--- src/rtl/scs_gen.sv ---
// System control/status block: masked error capture, multi-cycle reset pulse FSM and an error log that survives sys_rst.
// Optional feature macro SCS_ERR_CNT_EN adds a saturating hardware-error capture counter in MASK[31:16].
module scs_gen #(
    parameter int NUM_ERR    = 8,
    parameter int PID_W      = 5,
    parameter int EA_W       = 24,
    parameter int RST_CYCLES = 4,
    parameter int LOG_DEPTH  = 4
) (
    input  logic               clk,
    input  logic               rst,
    input  logic               stb,
    input  logic               we,
    input  logic [1:0]         addr,
    input  logic [NUM_ERR-1:0] err_sig,
    input  logic [EA_W-1:0]    err_addr,
    input  logic [31:0]        data_in,
    output logic [31:0]        data_out,
    output logic               sys_rst,
    output logic               sys_rst_n,
    output logic [PID_W-1:0]   cp_pid,
    output logic               ack
);
    localparam int PW  = $clog2(LOG_DEPTH);
    localparam int CW  = PW + 1;
    localparam int RCW = $clog2(RST_CYCLES) + 1;
    localparam int LW  = EA_W + 8;

    typedef enum logic [1:0] {IDLE, ARM, PULSE} state_t;
    state_t state, state_nx;

    logic [4:0]         scs_hi;
    logic [1:0]         scs_lo;
    logic [PID_W-1:0]   err_pid;
    logic [7:0]         err_no;
    logic [EA_W-1:0]    err_addr_r;
    logic [NUM_ERR-1:0] mask;
    logic               ovf;
    logic [RCW-1:0]     rcnt;

    logic [LW-1:0]      log_mem [LOG_DEPTH];
    logic [PW-1:0]      head, tail;
    logic [CW-1:0]      log_count;

    logic [NUM_ERR-1:0] err_act;
    logic               err_hit;
    logic [3:0]         err_idx;
    logic               rd, capture, bus_wr, scs_wr, err_wr, mask_wr;
    logic               push, pop, log_full, log_empty;
    logic [LW-1:0]      push_data;
    logic [31:0]        rd_data;

`ifdef SCS_ERR_CNT_EN
    logic [15:0]        err_cnt;
`endif

    assign err_act   = err_sig & mask;
    assign err_hit   = |err_act;
    assign rd        = stb && !we;
    assign capture   = (state == IDLE) && err_hit;
    // A hardware capture wins the cycle; a coincident bus write is dropped.
    assign bus_wr    = (state == IDLE) && !err_hit && stb && we;
    assign scs_wr    = bus_wr && (addr == 2'd0);
    assign err_wr    = bus_wr && (addr == 2'd1);
    assign mask_wr   = bus_wr && (addr == 2'd2);
    assign log_empty = (log_count == '0);
    assign log_full  = (log_count == CW'(LOG_DEPTH));
    assign pop       = rd && (addr == 2'd3) && !log_empty;
    assign push      = capture || (err_wr && (data_in[7:0] != 8'h00));
    assign push_data = capture ? {err_addr, 4'h8, err_idx} : {data_in[8 +: EA_W], data_in[7:0]};
    assign ack       = stb;
    assign sys_rst_n = ~sys_rst;

    always_comb begin
        err_idx = '0;
        for (int unsigned i = 0; i < NUM_ERR; i++) begin
            if (err_act[NUM_ERR-1-i]) err_idx = 4'(NUM_ERR-1-i);
        end
    end

    always_ff @(posedge clk or posedge rst) begin
        if (rst) state <= IDLE;
        else     state <= state_nx;
    end

    always_comb begin
        state_nx = state;
        sys_rst  = rst;
        case (state)
            IDLE:  if (capture || (scs_wr && data_in[1])) state_nx = ARM;
            ARM:   state_nx = PULSE;
            PULSE: begin
                sys_rst = 1'b1;
                if (rcnt == '0) state_nx = IDLE;
            end
            default: state_nx = IDLE;
        endcase
    end

    always_ff @(posedge clk or posedge rst) begin
        if (rst) begin
            scs_hi     <= '0;
            scs_lo     <= '0;
            cp_pid     <= '0;
            err_pid    <= '0;
            err_no     <= '0;
            err_addr_r <= '0;
            mask       <= '1;
            ovf        <= 1'b0;
            rcnt       <= '0;
        end else begin
            if (state == ARM) begin
                scs_hi <= '0;
                scs_lo <= '0;
                cp_pid <= '0;
                rcnt   <= RCW'(RST_CYCLES - 1);
            end else if (state == PULSE && rcnt != '0) begin
                rcnt <= rcnt - RCW'(1);
            end
            if (capture) begin
                err_no     <= {4'h8, err_idx};
                err_addr_r <= err_addr;
                err_pid    <= cp_pid;
            end
            if (scs_wr) begin
                scs_hi  <= data_in[7:3];
                scs_lo  <= data_in[1:0];
                cp_pid  <= data_in[8 +: PID_W];
                err_pid <= data_in[8+PID_W +: PID_W];
            end
            if (err_wr) begin
                err_no     <= data_in[7:0];
                err_addr_r <= data_in[8 +: EA_W];
            end
            if (mask_wr) mask <= data_in[NUM_ERR-1:0];
            if (scs_wr && data_in[2]) ovf <= 1'b0;
            if (push && log_full && !pop) ovf <= 1'b1;
        end
    end

`ifdef SCS_ERR_CNT_EN
    always_ff @(posedge clk or posedge rst) begin
        if (rst)                              err_cnt <= '0;
        else if (capture && err_cnt != '1)    err_cnt <= err_cnt + 16'd1;
    end
`endif

    // When full, a push without a pop overwrites the oldest slot (tail == head) and drags head along.
    always_ff @(posedge clk or posedge rst) begin
        if (rst) begin
            head      <= '0;
            tail      <= '0;
            log_count <= '0;
            for (int unsigned i = 0; i < LOG_DEPTH; i++) log_mem[i] <= '0;
        end else begin
            if (push) begin
                log_mem[tail] <= push_data;
                tail          <= tail + PW'(1);
            end
            if (pop || (push && log_full)) head <= head + PW'(1);
            if (push && !pop && !log_full) log_count <= log_count + CW'(1);
            else if (pop && !push)         log_count <= log_count - CW'(1);
        end
    end

    always_comb begin
        rd_data = '0;
        case (addr)
            2'd0: begin
                rd_data[7:0]                 = {scs_hi, ovf, scs_lo};
                rd_data[8 +: PID_W]          = cp_pid;
                rd_data[8+PID_W +: PID_W]    = err_pid;
                rd_data[31:28]               = 4'(log_count);
            end
            2'd1: begin
                rd_data[8 +: EA_W]           = err_addr_r;
                rd_data[7:0]                 = err_no;
            end
            2'd2: begin
                rd_data[NUM_ERR-1:0]         = mask;
`ifdef SCS_ERR_CNT_EN
                rd_data[31:16]               = err_cnt;
`endif
            end
            default: begin
                if (!log_empty) rd_data[LW-1:0] = log_mem[head];
            end
        endcase
        data_out = rd ? rd_data : '0;
    end

endmodule

--- config.mk ---
export PLATFORM = sky130hd
export DESIGN_NAME = scs_gen
export DESIGN_NICKNAME = d
export VERILOG_FILES = /design/src/rtl/scs_gen.sv
export SDC_FILE = /design/constraint.sdc
export NUM_CORES = 1
export LEC_CHECK = 0
export ABC_AREA = 1
export CORE_MARGIN = 2
export CORE_UTILIZATION = 51
export CTS_CLUSTER_DIAMETER = 60
export DETAILED_ROUTE_END_ITERATION = 6
export GPL_TIMING_DRIVEN = 0
export MAX_ROUTING_LAYER = met4
export PLACE_DENSITY = 0.78
export SLEW_MARGIN = 15
export SYNTH_ARGS = -nofsm -noshare
export SYNTH_HDL_FRONTEND = slang
export SYNTH_SLANG_ARGS = --single-unit
--- constraint.sdc ---
create_clock -name clk -period 6.7 [get_ports clk]
set_input_delay 1.34 -clock clk [delete_from_list [all_inputs] [get_ports clk]]
set_output_delay 1.34 -clock clk [all_outputs]
set_load 0.05 [all_outputs]
==> impl_metrics.csv <==
group,metric,value,unit
clocking,htree_num_levels,4,
flow_run,maxCapViolCount,0,
routing,drt_wl_total,31.9,mm
routing,drc,0,
sta,tns,0,ns
clocking,cts.sink_count,198,
global_route,grt_max_degree,37,
logic_synthesis,synthDistinctLibCells,37,
logic_synthesis,syn_area,9940,µm²
logic_synthesis,synth-edff-count,0,
die,die-area,20600,µm²
die,ios,110,
sta,skew,0.0128,ns
clocking,clock_latency,0.45,ns
logic_synthesis,ys_seq_area_frac,0.500,
clocking,cts_resized,0,
clocking,ctsLongestPathBuffers,2,
clocking,clk_pin_slew,0.08,ns
critical_path,end_kind,"output pin",
critical_path,path_class,"in -> out",
critical_path,reg2reg_to,"log_count[2]$_DFFE_PP0P_",
die,die_w,144,µm
logic_synthesis,syn_inst,1255,
sta,worst_pin_slew,0.747,ns
critical_path,worstSetupStartpoint,"addr[0]",
logic_synthesis,synth_fp_nets,1332,
routing,post_drt_wl_per_cell,19.2,µm
clocking,post_cts_buffers,0,
die,rows,51,
power,power.total,5.94,mW
critical_path,r2r_setup_slack,4.11,ns
die,die_h,144,µm
power,power_switching,2.78,mW
critical_path,cp-start-kind,"input port",
placed_design,place.gp.congestion,0.977,
power,clkPwrFrac,0.181,
sta,finalCritPeriodShare,0.863,
power,internal-power,3.16,mW
clocking,cts_hold_buf,0,
logic_synthesis,synth_seq_cells,198,
routing,vias_per_cell,5.76,
layout,drive_above_1_share,0.0764,
critical_path,rr_worst_depth,14,
outcome,status,"complete, no violations",
sta,fmax,173,MHz
die,start_util,0.516,
clocking,cts-buffers-inserted,17,
critical_path,reg2reg_from,"mask[2]$_DFFE_PP1P_",
layout,final_nets,1465,
sta,slew_viol_final,0,
hold_path,min_delay_path_depth,2,
layout,seq_area,4960,µm²
logic_synthesis,async_flop_share,1.00,
power,share_seq_of_total_power,0.339,
routing,drtIter0Drc,1304,
logic_synthesis,syn_avg_cell_area,7.92,µm²
layout,fillerInstances,1665,
global_route,grt_pass1_wl,49.5,mm
power,p_per_area,492,nW/µm²
die,design.core.area,19300,µm²
sta,hold_violations,0,
critical_path,critPathCapture,"data_out[16]",
critical_path,cp_max_fo,10,
power,combPwrFrac,0.479,
global_route,grt_pass1_vias,9017,
power,leakage,5.72,nW
routing,drt-pass1-iter-count,6,
routing,ant_nets,0,
sta,period_needed,5.78,ns
clocking,cts_tree,"yes",
layout,antenna_cells,0,
critical_path,required,5.36,ns
logic_synthesis,yosysWarnings,0,
critical_path,cp.arrival,4.44,ns
global_route,track_usage,0.329,
routing,num_vias,9602,
sta,holdWs,0.478,ns
power,switching_share,0.468,
clocking,clock-root-buffer,"clkbuf_16",
hold_path,hold_path_class,"reg -> reg",
power,peakVddDrop,0.000295,V
global_route,antenna_found_initial,0,
sta,setup_viol,0,
sta,relSlewSlack,0.497,
placed_design,io_buffers,108,
global_route,grt_remaining_overflow,0,
logic_synthesis,synth_ff_type,"dfrtp_1",
layout,syn_to_final_growth,21.7,%
layout,multiInputGateArea,4100,µm²
placed_design,hpwl,23.6,mm
sta,rsz0062_at_grt,"no",
-- logic make-up after synthesis --
kind of cell | after synthesis | synth area share
fa+ha+maj | 7 | 0.00957
buf+inv | 208 | 0.0876
compound gates | 368 | 0.207
simple gates | 470 | 0.193
flops | 198 | 0.500
xor+xnor | 4 | 0.00353
-- final cells by class --
| type | instances | area share |
|---|---|---|
| tap | 265 | 0.0274 |
| clock buffer | 17 | 0.0352 |
| inverter | 131 | 0.0410 |
| timing repair buffer | 114 | 0.0999 |
| multi-input combinational | 849 | 0.339 |
| clock inverter | 15 | 0.0154 |
| buffer | 77 | 0.0313 |
| sequential | 198 | 0.411 |
-- power groups by stage --
stage	Clock, mW	Sequential (mW)	Combinational (mW)
after floorplan	0	1.97	1.86
after global placement	0	2.01	2.69
after detailed placement	0	2.02	2.76
after CTS	1.07	2.01	2.79
after global routing	1.12	2.07	3.13
final	1.08	2.02	2.85
-- synth_stat cells (all sizes together), types with 3 or more instances --
cell | instances | share of area
nand2 | 367 | 0.14
nand4 | 3 | 0.0034
a22oi | 3 | 0.0023
o21ai | 272 | 0.14
dfrtp | 190 | 0.48
inv | 130 | 0.049
clkbuf | 45 | 0.017
o211ai | 14 | 0.011
o22ai | 19 | 0.012
nor3 | 6 | 0.0030
dfstp | 8 | 0.021
ha | 6 | 0.0076
a221oi | 21 | 0.019
nand3 | 47 | 0.024
a211oi | 12 | 0.0091
a21oi | 24 | 0.012
nor2 | 47 | 0.019
xor2 | 3 | 0.0026
buf | 32 | 0.021
-- sequential cells by signal, summed over array words and instances, names as in the netlist --
register / count
scs_hi: 5
err_addr_r: 24
log_count: 3
log_mem: 128
head: 2
ovf: 1
scs_lo: 2
mask: 8
tail: 2
err_no: 8
state: 2
err_pid: 5
rcnt: 3
cp_pid: 5
-- worst max-delay path, stage by stage --
cell and delay [ns]:
clkdlybuf4s50_1 0.64, inv_1 0.14, nor2_2 0.37, clkbuf_1 0.47
a221oi_1 0.25, a211oi_1 0.35, clkdlybuf4s50_1 0.87
-- layout by cell type (no fill, tap or decap), drive strengths merged, types with 3 or more instances in the layout --
cell type / n
nand4: 3
clkinvlp: 3
clkbuf: 62
nand3: 47
xor2: 3
a22oi: 3
clkinv: 5
ha: 6
clkdlybuf4s50: 108
o22ai: 19
nor3: 6
buf: 38
nor2: 47
inv: 136
dfstp: 8
nand2: 367
o21ai: 272
o211ai: 14
a21oi: 24
a211oi: 12
a221oi: 21
dfrtp: 190
-- worst min path at each step --
| stage | startpoint | to | slack, ns |
|---|---|---|---|
| final | err_addr_r[22]$_DFFE_PP0P_ | err_addr_r[22]$_DFFE_PP0P_ | 0.48 |
| after global routing | log_mem[6]$_DFFE_PP0P_ | log_mem[6]$_DFFE_PP0P_ | 0.51 |
| after CTS | err_addr_r[22]$_DFFE_PP0P_ | err_addr_r[22]$_DFFE_PP0P_ | 0.48 |
| after detailed placement | err_addr_r[22]$_DFFE_PP0P_ | err_addr_r[22]$_DFFE_PP0P_ | 0.46 |
| after global placement | err_no[4]$_DFFE_PP0P_ | err_no[4]$_DFFE_PP0P_ | 0.46 |
| after floorplan | err_addr_r[20]$_DFFE_PP0P_ | err_addr_r[20]$_DFFE_PP0P_ | 0.44 |
-- metrics by stage --
| stage | worst slack, ns | util | instance area, µm² | instances |
|---|---|---|---|---|
| finish | 0.921 | 0.628 | 12100 | 1666 |
| global placement | 0.997 | 0.589 | 11400 | 1628 |
| CTS | 0.988 | 0.628 | 12100 | 1666 |
| detailed placement | 0.999 | 0.596 | 11500 | 1634 |
| global route | 0.863 | 0.628 | 12100 | 1666 |
| floorplan | 1.99 | - | 9940 | 1255 |
-- layer usage --
layer | global-route usage | share of wire | up-vias
li1 | - | - | 4404
met1 | 0.458 | 0.41 | 4510
met2 | 0.474 | 0.45 | 603
met3 | 0.0680 | 0.11 | 85
met4 | 0.135 | 0.038 | 0
met5 | - | 0 | -
(Power assumes the default switching activity.)
